===== src/rtl/demux_router_pkg.sv =====
// demux_router_pkg: shared channel count, select type and decode helper for the demux router
package demux_router_pkg;
  localparam int NUM_CHAN = 4;
  localparam int SEL_W = 2;
  typedef logic [SEL_W-1:0] chan_sel_t;
  typedef logic [31:0] word_t;
  function automatic logic [NUM_CHAN-1:0] sel_dec(input chan_sel_t s);
    sel_dec = NUM_CHAN'(1) << s;
  endfunction
endpackage


===== src/rtl/demux_chan_fifo.sv =====
// demux_chan_fifo: per-channel FIFO, head word read straight from storage
module demux_chan_fifo
  import demux_router_pkg::*;
#(
  parameter int WIDTH = 32,
  parameter int DEPTH = 2
) (
  input  logic             clk,
  input  logic             rst,
  input  logic             push,
  input  logic [WIDTH-1:0] push_data,
  input  logic             pop,
  output logic [WIDTH-1:0] head_data,
  output logic             valid,
  output logic             full
);
  localparam int AW = $clog2(DEPTH);
  localparam int CW = $clog2(DEPTH + 1);
  logic [WIDTH-1:0] mem_q [DEPTH];
  logic [WIDTH-1:0] mem_d [DEPTH];
  logic [AW-1:0] wr_q, wr_d, rd_q, rd_d;
  logic [CW-1:0] cnt_q, cnt_d;
  logic do_push, do_pop;
  assign full = cnt_q == CW'(DEPTH);
  assign valid = cnt_q != '0;
  assign head_data = mem_q[rd_q];
  assign do_push = push & ~full;
  assign do_pop = pop & valid;
  // Pointers wrap for free because DEPTH is a power of two.
  always_comb begin
    mem_d = mem_q;
    if (do_push) mem_d[wr_q] = push_data;
    wr_d = do_push ? wr_q + 1'b1 : wr_q;
    rd_d = do_pop ? rd_q + 1'b1 : rd_q;
    cnt_d = cnt_q + CW'(do_push) - CW'(do_pop);
  end
  always_ff @(posedge clk or posedge rst) begin
    if (rst) begin
      mem_q <= '{default: '0};
      wr_q <= '0;
      rd_q <= '0;
      cnt_q <= '0;
    end else begin
      mem_q <= mem_d;
      wr_q <= wr_d;
      rd_q <= rd_d;
      cnt_q <= cnt_d;
    end
  end
endmodule


===== src/rtl/demux_router.sv =====
// demux_router: routes one valid/ready source stream into four independently buffered channels
module demux_router
  import demux_router_pkg::*;
#(
  parameter int WIDTH = 32,
  parameter int DEPTH = 2
) (
  input  logic                clk,
  input  logic                rst,
  input  logic                in_valid,
  output logic                in_ready,
  input  logic [WIDTH-1:0]    in_data,
  input  logic [SEL_W-1:0]    in_sel,
  output logic [NUM_CHAN-1:0] out_valid,
  input  logic [NUM_CHAN-1:0] out_ready,
  output logic [WIDTH-1:0]    out_data0,
  output logic [WIDTH-1:0]    out_data1,
  output logic [WIDTH-1:0]    out_data2,
  output logic [WIDTH-1:0]    out_data3,
  output logic [NUM_CHAN-1:0] chan_full
);
  logic [WIDTH-1:0] head [NUM_CHAN];
  logic [NUM_CHAN-1:0] push;
  // in_ready depends only on registered full flags, never on out_ready.
  assign in_ready = ~chan_full[in_sel];
  assign push = sel_dec(in_sel) & {NUM_CHAN{in_valid & in_ready}};
  assign out_data0 = head[0];
  assign out_data1 = head[1];
  assign out_data2 = head[2];
  assign out_data3 = head[3];
  for (genvar g = 0; g < NUM_CHAN; g++) begin : g_chan
    demux_chan_fifo #(.WIDTH(WIDTH), .DEPTH(DEPTH)) u_fifo (
      .clk(clk),
      .rst(rst),
      .push(push[g]),
      .push_data(in_data),
      .pop(out_ready[g]),
      .head_data(head[g]),
      .valid(out_valid[g]),
      .full(chan_full[g])
    );
  end
endmodule

===== config.mk =====
export PLATFORM = sky130hd
export DESIGN_NAME = demux_router
export DESIGN_NICKNAME = d
export VERILOG_FILES = /design/src/rtl/demux_router_pkg.sv /design/src/rtl/demux_chan_fifo.sv /design/src/rtl/demux_router.sv
export SDC_FILE = /design/constraint.sdc
export NUM_CORES = 1
export LEC_CHECK = 0
export ABC_AREA = 1
export ABC_CLOCK_PERIOD_IN_PS = 9800
export CORE_MARGIN = 8
export CORE_UTILIZATION = 25
export CTS_CLUSTER_DIAMETER = 60
export CTS_CLUSTER_SIZE = 8
export DETAILED_ROUTE_END_ITERATION = 8
export GPL_TIMING_DRIVEN = 0
export PLACE_DENSITY_LB_ADDON = 0.1
export SLEW_MARGIN = 20
export SYNTH_ARGS = -nofsm -noshare
export SYNTH_HDL_FRONTEND = slang
export SYNTH_SLANG_ARGS = --single-unit

===== constraint.sdc =====
create_clock -name clk -period 9.8 [get_ports clk]
set_input_delay 1.96 -clock clk [delete_from_list [all_inputs] [get_ports clk]]
set_output_delay 1.96 -clock clk [all_outputs]
set_load 0.02 [all_outputs]

; ---- Word level (Yosys, flattened, before mapping)
; Cells that the tools add are included.
[classes]
n_mux = 26
add_sub_neg = 16
shift = 1
bitwise_logic = 23
n_eq_ne = 4
n_reduce_logical = 8
n_lt_le_gt_ge = 13
[op_table]
columns = cell, count
row1 = 2-to-1 mux 32 bit, 16
row2 = bitwise mux 64 bit, 4
row3 = demux 32 bit (select 1 bit), 4
row4 = ">= comparator 2 bit, second input constant", 8
row5 = inverter 1 -> 2 bit, 8
row6 = AND 1 bit, 9
row7 = "adder 1 bit, second input constant", 8
row8 = adder 2 x 1 -> 2 bit, 4
row9 = "== test 2 bit, second input constant", 4
row10 = "< comparator 2 x 1 -> 1 bit, second input constant", 4
row11 = nonzero test 2 bit, 4
row12 = subtractor 2 x 1 -> 2 bit, 4
row13 = inverter 1 bit, 5
row14 = AND 4 bit, 1
row15 = logical AND 1 bit, 4
row16 = "left shift 1 x 2 -> 4 bit, first input constant", 1
row17 = "< comparator 2 x 3 -> 1 bit, second input constant", 1
row18 = binary-select mux 1 bit (select 2 bit), 1
row19 = 2-to-1 mux 1 bit, 1
[word_totals]
reg_bits = 272
word_cells = 111
inputBits = 41
out_inout_bits = 137

; ---- Logic depth before layout (Yosys ltp)
; Gate-level depths: netlist of the first run.
[logic_depth]
depth_word = 9
depth_mapped = 11
mapped_depth_nobuf = 9

; ---- By module
; A second synthesis of the first run with hierarchy kept.
[unflattened]
hier_cells = 1697
area_unflattened_um2 = 13073.8
[by_module_without_submodules]
columns = mod, area_per_inst_um2, seq_area_each_um2, cells_per_inst, n_inst
row1 = demux_chan_fifo, 3243.1, 1701.6, 419, 4
row2 = demux_router, 101.3, 0.0, 21, 1

; ---- Worst setup path after synthesis of the first run
; Ideal clock, no wire load.
[synth_timing]
path_type = input-to-output
startpoint = input port in_sel[1]
endpoint = output port in_ready
path_stages = 5
path_buffers = 0
setup_slack_ns = 5.284
required_time_ns = 7.840
arrival_time_ns = 2.556
cell_sequence = nand2_1 > inv_1 > nand2_1 > nand2_2 > nor2_8
[synth_between]
elab_chain_len = 3
[synth_rtl]
columns = item, line_no
row1 = start: declaration, demux_router.sv:13  ; input logic [SEL_W-1:0] in_sel,
row2 = binary-select mux 1 bit (select 2 bit), demux_router.sv:25  ; assign in_ready = ~chan_full[in_sel];
row3 = 2-to-1 mux 1 bit (not written as such), demux_router.sv:25
row4 = inverter 1 bit, demux_router.sv:25
row5 = end: declaration, demux_router.sv:11  ; output logic in_ready,
; No other way between the ends. The select of a mux whose other input is x is not followed.

; ---- Worst setup path in the final report of the first run
[layout_timing]
startpoint = input port in_sel[0]
endpoint = output port in_ready
; The elaborated chain is that of the path after synthesis.

==> impl_metrics.py, run 1 <==
metrics = {
    "run_status": {
        "status": "finished, final reports clean",
    },
    "yosys": {
        "synthesis.area_mm2": 0.01293,
        "yosysTopAreaCell": "dfrtp_1",
        "ys_ff_latch": 272,
        "syn_inst": 1663,
        "synth_top_area_share": 0.5264,
        "syn_area_per_cell_um2": 7.776,
        "yosysWarnings": 0,
        "ys_types": 25,
        "syn_nets": 1712,
        "ys_seq_area_frac": 0.5264,
        "synth_area_leaders": "dfrtp_1, nand2_1, nand3_1",
    },
    "clocking": {
        "post-cts-setup-buffer-count": 0,
        "hold_buffers": 0,
        "cts_root_buffer": "clkbuf_16",
        "clkTransAtPathRegs_ps": 50,
        "clock_path_buffers": 3,
        "htree_levels": 2,
        "cts_tree": "built",
        "insertion_delay_ps": 550,
        "cts_sinks": 272,
        "cts-buffers-inserted": 41,
        "postCtsResizedCells": 0,
    },
    "timing": {
        "post-route-period-util": 0.5997,
        "worst_pin_slew_ps": 716.9,
        "skew_ps": 17.19,
        "max_freq_ghz": 0.1701,
        "layout_min_cycle_time_ps": 5877,
        "slew_violations": 0,
        "finalSetupViolations": 0,
        "slew_headroom": 0.5205,
        "finalHoldViolations": 0,
        "tns_ps": 0,
        "rsz0062_at_grt": "false",
        "worst_slack_ps": 3923,
    },
    "routing": {
        "first_pass_iters": 5,
        "first_iter_violations": 653,
        "routed_via_density": 4.237,
        "vias": 10771,
        "wire_per_inst_um": 17.83,
        "wl_um": 45330,
        "drt_drc_violations_left": 0,
        "ant_nets": 0,
    },
    "worst_setup_path": {
        "crit_fanout": 5,
        "r2r-start": "g_chan[0].u_fifo.cnt_q[1]",
        "path_buf_inv": 3,
        "critPathMaxStageDelay_ps": 650,
        "crit_slowest_cell": "clkdlybuf4s50_1",
        "cp-start-kind": "input pin",
        "critical_path.top_delay_family": "buffers and inverters",
        "required_ps": 7840,
        "worst-path-stages": 7,
        "worstSetupPathType": "in -> out",
        "reg2regPathDepth": 10,
        "end_kind": "primary output",
        "cp_cell_sequence": "clkdlybuf4s50_1 > nand2_1 > inv_1 > nand2_1 > nand2_2 > nor2_8 > clkdlybuf4s50_1",
        "ff2ff_setup_slack_ps": 7800,
        "arrival_ps": 3920,
        "startpoint": "in_sel[0]",
    },
    "flow_run": {
        "drv_cap": 0,
    },
    "power": {
        "p_comb_frac": 0.474,
        "p_leak_uw": 0.008687,
        "p_switching_uw": 2547,
        "p_int_uw": 3546,
        "power_frac_seq": 0.315,
        "powerDensity_mw_per_mm2": 370.9,
        "irDropWorstVdd_mv": 0.1523,
        "pwr-share-clk": 0.210,
        "switching_share": 0.4180,
    },
    "global_route": {
        "grt_overflow_total": 0,
        "grt_pass1_vias": 10840,
        "antenna_found_initial": 1,
        "use_met2": 0.2500,
        "grtUsageMet1": 0.2030,
        "use_met3": 0.03195,
        "grt_max_degree": 94,
        "grt_util_all_layers": 0.1518,
        "grt_pass1_wl_um": 69300,
        "busiest_layer": "met2",
    },
    "floorplanning": {
        "dieArea_mm2": 0.05926,
        "core-area_mm2": 0.05120,
        "die_h_um": 243.4,
        "rows": 83,
        "dieWidth_um": 243.4,
        "ios": 178,
        "initial_core_util": 0.2526,
    },
    "min_path": {
        "min_delay_path_depth": 2,
        "min_from": "g_chan[0].u_fifo.mem_q[45]",
        "hp-class": "reg -> reg",
    },
    "placed_design": {
        "place_area_mm2": 0.01532,
        "routabilityCongestion": 0.7628,
        "io_buffer_count": 145,
        "dpl_worst_slack_ps": 3918,
        "dp_hpwl_um": 32660,
    },
    "final_layout": {
        "design_area_mm2": 0.01643,
        "fin_nets": 1903,
        "drive_gt1_frac": 0.08920,
        "syn_to_final_growth_pct": 27.03,
        "mostFrequentLayoutCells": "nand2_1, dfrtp_1, clkdlybuf4s50_1, nand3_1, clkbuf_1",
        "final_common_cell": "nand2_1",
    },
}
## metrics by stage
stage               total power [uW]  hold slack, ps  utilization  cells
floorplan                       3534           441.7            -   1663
global placement                4849           452.9       0.2975   2488
detailed placement              4873           458.1       0.2993   2491
CTS                             6202           470.5       0.3208   2541
global route                    6544           478.6       0.3209   2542
finish                          6093           465.8       0.3209   2542
## synthesized netlist by cell type (all sizes together)
library cell / n
dfrtp: 272
xnor2: 6
nor2: 14
xor2: 6
inv: 29
buf: 88
o21ai: 2
nand2: 1051
nand4: 6
clkinv: 4
nand3: 131
ha: 8
clkbuf: 44
or2: 2
## worst min-delay path, cell delays in order (launching register included)
cell,delay (ps)
dfrtp_1,330
nand2_1,50
nand2_1,50
## area by class of cell
| class | count | area [um^2] |
|---|---|---|
| diodes | 1 | 2.502 |
| plain buffers | 132 | 915.9 |
| clock buffers | 45 | 1041 |
| clock inverters | 5 | 60.06 |
| fillers | 5455 | 34770 |
| inverters | 33 | 131.4 |
| multi-input cells | 1226 | 5085 |
| flip-flops and latches | 272 | 6807 |
| well taps | 680 | 850.8 |
| repair buffers | 148 | 1534 |
## power by group through the flow
stage | sequential [uW] | clock (uW) | combinational [uW]
6_report | 1920 | 1280 | 2890
5_1_grt | 1990 | 1370 | 3190
4_1_cts | 1920 | 1320 | 2960
3_5_place_dp | 1930 | 0 | 2950
3_3_place_gp | 1930 | 0 | 2920
2_1_floorplan | 1870 | 0 | 1670
## logic make-up (layout without fill, tap and decap cells)
group	after synthesis	after routing	share of synthesized area
flops	272	272	0.5264
fa+ha+maj	8	8	0.007741
simple gates	1204	1204	0.3766
xor+xnor	12	12	0.008128
compound gates	2	2	0.0007741
other cells	0	1	0
buf+inv	165	363	0.08041
## worst paths after layout
kind,endpoint
worst min register to register,g_chan[0].u_fifo.mem_q[45]
min in group asynchronous,g_chan[1].u_fifo.mem_q[1]
worst max-delay path,in_ready
max in group asynchronous,g_chan[2].u_fifo.mem_q[45]
worst max register to register,g_chan[3].u_fifo.cnt_q[1]
worst min-delay path,g_chan[0].u_fifo.mem_q[45]
## flip-flops by register name, indices dropped and copies added, names as in the netlist
| register | flops |
|---|---|
| g_chan.u_fifo.mem_q | 256 |
| g_chan.u_fifo.cnt_q | 8 |
| g_chan.u_fifo.rd_q | 4 |
| g_chan.u_fifo.wr_q | 4 |
## metal layers
layer	vias to the layer above	routed length (um)
met5	-	0
met4	0	812
met3	56	1953
met2	223	21200
met1	5085	21360
li1	5407	-
Power figures use the tool's default switching activity.
==> run 2: changes to the inputs <==
--- a/config.mk
+++ b/config.mk
@@ -6,7 +6,7 @@
 export NUM_CORES = 1
 export LEC_CHECK = 0
 export ABC_AREA = 1
-export ABC_CLOCK_PERIOD_IN_PS = 9800
+export ABC_CLOCK_PERIOD_IN_PS = 6050
 export CORE_MARGIN = 8
 export CORE_UTILIZATION = 25
 export CTS_CLUSTER_DIAMETER = 60
==> constraint.sdc (replaced) <==
create_clock -name clk -period 6.05 [get_ports clk]
set_input_delay 1.21 -clock clk [delete_from_list [all_inputs] [get_ports clk]]
set_output_delay 1.21 -clock clk [all_outputs]
set_load 0.02 [all_outputs]
==> impl_metrics.py, run 2 (same netlist as run 1, synthesis figures left out) <==
metrics = {
    "timing": {
        "finalHoldViolations": 0,
        "slew_headroom": 0.5556,
        "post-route-period-util": 0.7290,
        "holdWs_ps": 466.1,
        "layout_min_cycle_time_ps": 4411,
        "finalSetupViolations": 0,
        "slew_violations": 0,
        "rsz0062_at_grt": "false",
        "skew_ps": 12.27,
        "tns_ps": 0,
        "max_freq_ghz": 0.2267,
        "worst_pin_slew_ps": 664.5,
    },
    "worst_setup_path": {
        "crit_slowest_cell": "clkdlybuf4s50_1",
        "required_ps": 4840,
        "end_kind": "primary output",
        "reg2regPathDepth": 10,
        "ff2ff_setup_slack_ps": 4090,
        "worst-path-stages": 7,
        "startpoint": "in_sel[0]",
        "r2r-start": "g_chan[0].u_fifo.cnt_q[1]",
        "critPathMaxStageDelay_ps": 650,
        "critical_path.top_delay_family": "buffers and inverters",
        "path_buf_inv": 3,
        "crit_fanout": 5,
        "arrival_ps": 3200,
        "cp-start-kind": "input pin",
        "worstSetupPathType": "in -> out",
        "setup.worst_path.end": "in_ready",
        "reg2reg_to": "g_chan[3].u_fifo.cnt_q[1]",
        "cp_cell_sequence": "clkdlybuf4s50_1 > nand2_1 > inv_1 > nand2_1 > nand2_2 > nor2_8 > clkdlybuf4s50_1",
    },
    "final_layout": {
        "fin_nets": 1910,
        "syn_to_final_growth_pct": 28.31,
        "top_register": "g_chan.u_fifo.mem_q",
        "drive_gt1_frac": 0.09315,
        "largest_register_ffs": 256,
        "mostFrequentLayoutCells": "nand2_1, dfrtp_1, clkdlybuf4s50_1, nand3_1, clkbuf_1",
        "stdcell_count": 2548,
        "design_area_mm2": 0.01659,
        "top_regs": "g_chan.u_fifo.mem_q: 256 flops, g_chan.u_fifo.cnt_q: 8 flops",
        "final_common_cell": "nand2_1",
        "antenna_cells": 0,
    },
    "floorplanning": {
        "ios": 178,
        "core-area_mm2": 0.05120,
        "die_h_um": 243.4,
        "dieWidth_um": 243.4,
        "dieArea_mm2": 0.05926,
        "rows": 83,
        "initial_core_util": 0.2526,
    },
    "clocking": {
        "cts-buffers-inserted": 41,
        "clock_path_buffers": 3,
        "cts_tree": "built",
        "clkTransAtPathRegs_ps": 50,
        "htree_levels": 2,
        "cts_root_buffer": "clkbuf_16",
        "insertion_delay_ps": 540,
        "post-cts-setup-buffer-count": 0,
        "cts_sinks": 272,
        "postCtsResizedCells": 0,
        "hold_buffers": 0,
    },
    "routing": {
        "first_pass_iters": 5,
        "first_iter_violations": 791,
        "drt_drc_violations_left": 0,
        "routed_via_density": 4.263,
        "ant_nets": 0,
        "vias": 10863,
        "wl_um": 45350,
        "wire_per_inst_um": 17.80,
    },
    "global_route": {
        "antenna_found_initial": 0,
        "grt_util_all_layers": 0.1511,
        "grt_pass1_vias": 10939,
        "grt_pass1_wl_um": 69320,
        "grt_max_degree": 32,
        "grt_overflow_total": 0,
    },
    "placed_design": {
        "place_area_mm2": 0.01545,
        "routabilityCongestion": 0.7774,
        "io_buffer_count": 145,
        "dp_hpwl_um": 33420,
        "dp.cells": 2498,
    },
    "power": {
        "switching_share": 0.4148,
        "p_switching_uw": 4111,
        "powerDensity_mw_per_mm2": 597.4,
        "total_power_uw": 9912,
        "p_leak_uw": 0.008767,
        "pwr-share-clk": 0.214,
        "power_frac_seq": 0.314,
        "p_comb_frac": 0.472,
        "p_int_uw": 5801,
        "irDropWorstVdd_mv": 0.2467,
    },
    "flow_run": {
        "drv_cap": 0,
    },
    "run_status": {
        "status": "finished, final reports clean",
    },
    "min_path": {
        "hp-class": "reg -> reg",
        "min_from": "g_chan[0].u_fifo.mem_q[18]",
    },
}
[run 2: how the worst min path moves through the flow]
stage | slack [ps] | depth (start not counted) | end
2_1_floorplan | 440 | 2 | g_chan[0].u_fifo.mem_q[20]
5_1_grt | 480 | 2 | g_chan[1].u_fifo.mem_q[58]
3_3_place_gp | 450 | 2 | g_chan[0].u_fifo.mem_q[3]
3_5_place_dp | 460 | 2 | g_chan[0].u_fifo.mem_q[20]
4_1_cts | 470 | 2 | g_chan[0].u_fifo.mem_q[47]
6_report | 470 | 2 | g_chan[0].u_fifo.mem_q[18]
[run 2: metrics by stage]
step | worst slack [ps] | utilization
floorplan | 1245 | -
finish | 1639 | 0.3241
global placement | -1340 | 0.2976
global route | 1515 | 0.3241
CTS | 1663 | 0.3241
detailed placement | 1680 | 0.3018
[run 2: per-layer routing]
metal  GRT usage  part of all wire  vias to the layer above
li1            -                 -                     5422
met4     0.04073             0.019                        0
met3     0.02834             0.044                       57
met5           0                 0                        -
met1      0.2036              0.47                     5157
met2      0.2460              0.47                      227
[run 2: layout make-up]
class / count / area [um^2]
buffer: 132 / 915.9
clock inverter: 4 / 52.55
sequential: 272 / 6807
clock buffer: 46 / 1087
multi-input combinational: 1226 / 5085
fill: 5427 / 34610
tap: 680 / 850.8
timing repair buffer: 155 / 1667
inverter: 33 / 127.6
[run 2: worst reg2reg max path, stage by stage (launching register included)]
cell     delay, ps
dfrtp_1        340
inv_1           70
nor2_1         300
nand2_1        120
nand2_2        170
inv_1           70
nand3_2        110
nor2_2          60
buf_2          220
ha_1           250
xnor2_1        120
[run 2: power by group through the flow]
stage                     clock network, uW  registers, uW  logic [uW]
final                                  2120           3110        4680
after CTS                              2200           3110        4790
after global routing                   2260           3220        5150
after detailed placement                  0           3130        4770
after floorplan                           0           3030        2700
after global placement                    0           3120        4730
==> run 3: changes to the inputs <==
--- a/config.mk
+++ b/config.mk
@@ -6,7 +6,7 @@
 export NUM_CORES = 1
 export LEC_CHECK = 0
 export ABC_AREA = 1
-export ABC_CLOCK_PERIOD_IN_PS = 6050
+export ABC_CLOCK_PERIOD_IN_PS = 4600
 export CORE_MARGIN = 8
 export CORE_UTILIZATION = 25
 export CTS_CLUSTER_DIAMETER = 60
==> constraint.sdc (replaced) <==
create_clock -name clk -period 4.6 [get_ports clk]
set_input_delay 0.92 -clock clk [delete_from_list [all_inputs] [get_ports clk]]
set_output_delay 0.92 -clock clk [all_outputs]
set_load 0.02 [all_outputs]
==> results of run 3 <==
The final DEF is identical to that of run 2. Status: finished, final reports clean.
Main changes from that run: setup slack after placement 1680 ps -> 809.6 ps; setup slack after layout 1639 ps -> 769.3 ps; register-to-register setup slack 4090 ps -> 2640 ps; total power 9912 uW -> 13040 uW; worst IR drop on VDD 0.2467 mV -> 0.3244 mV
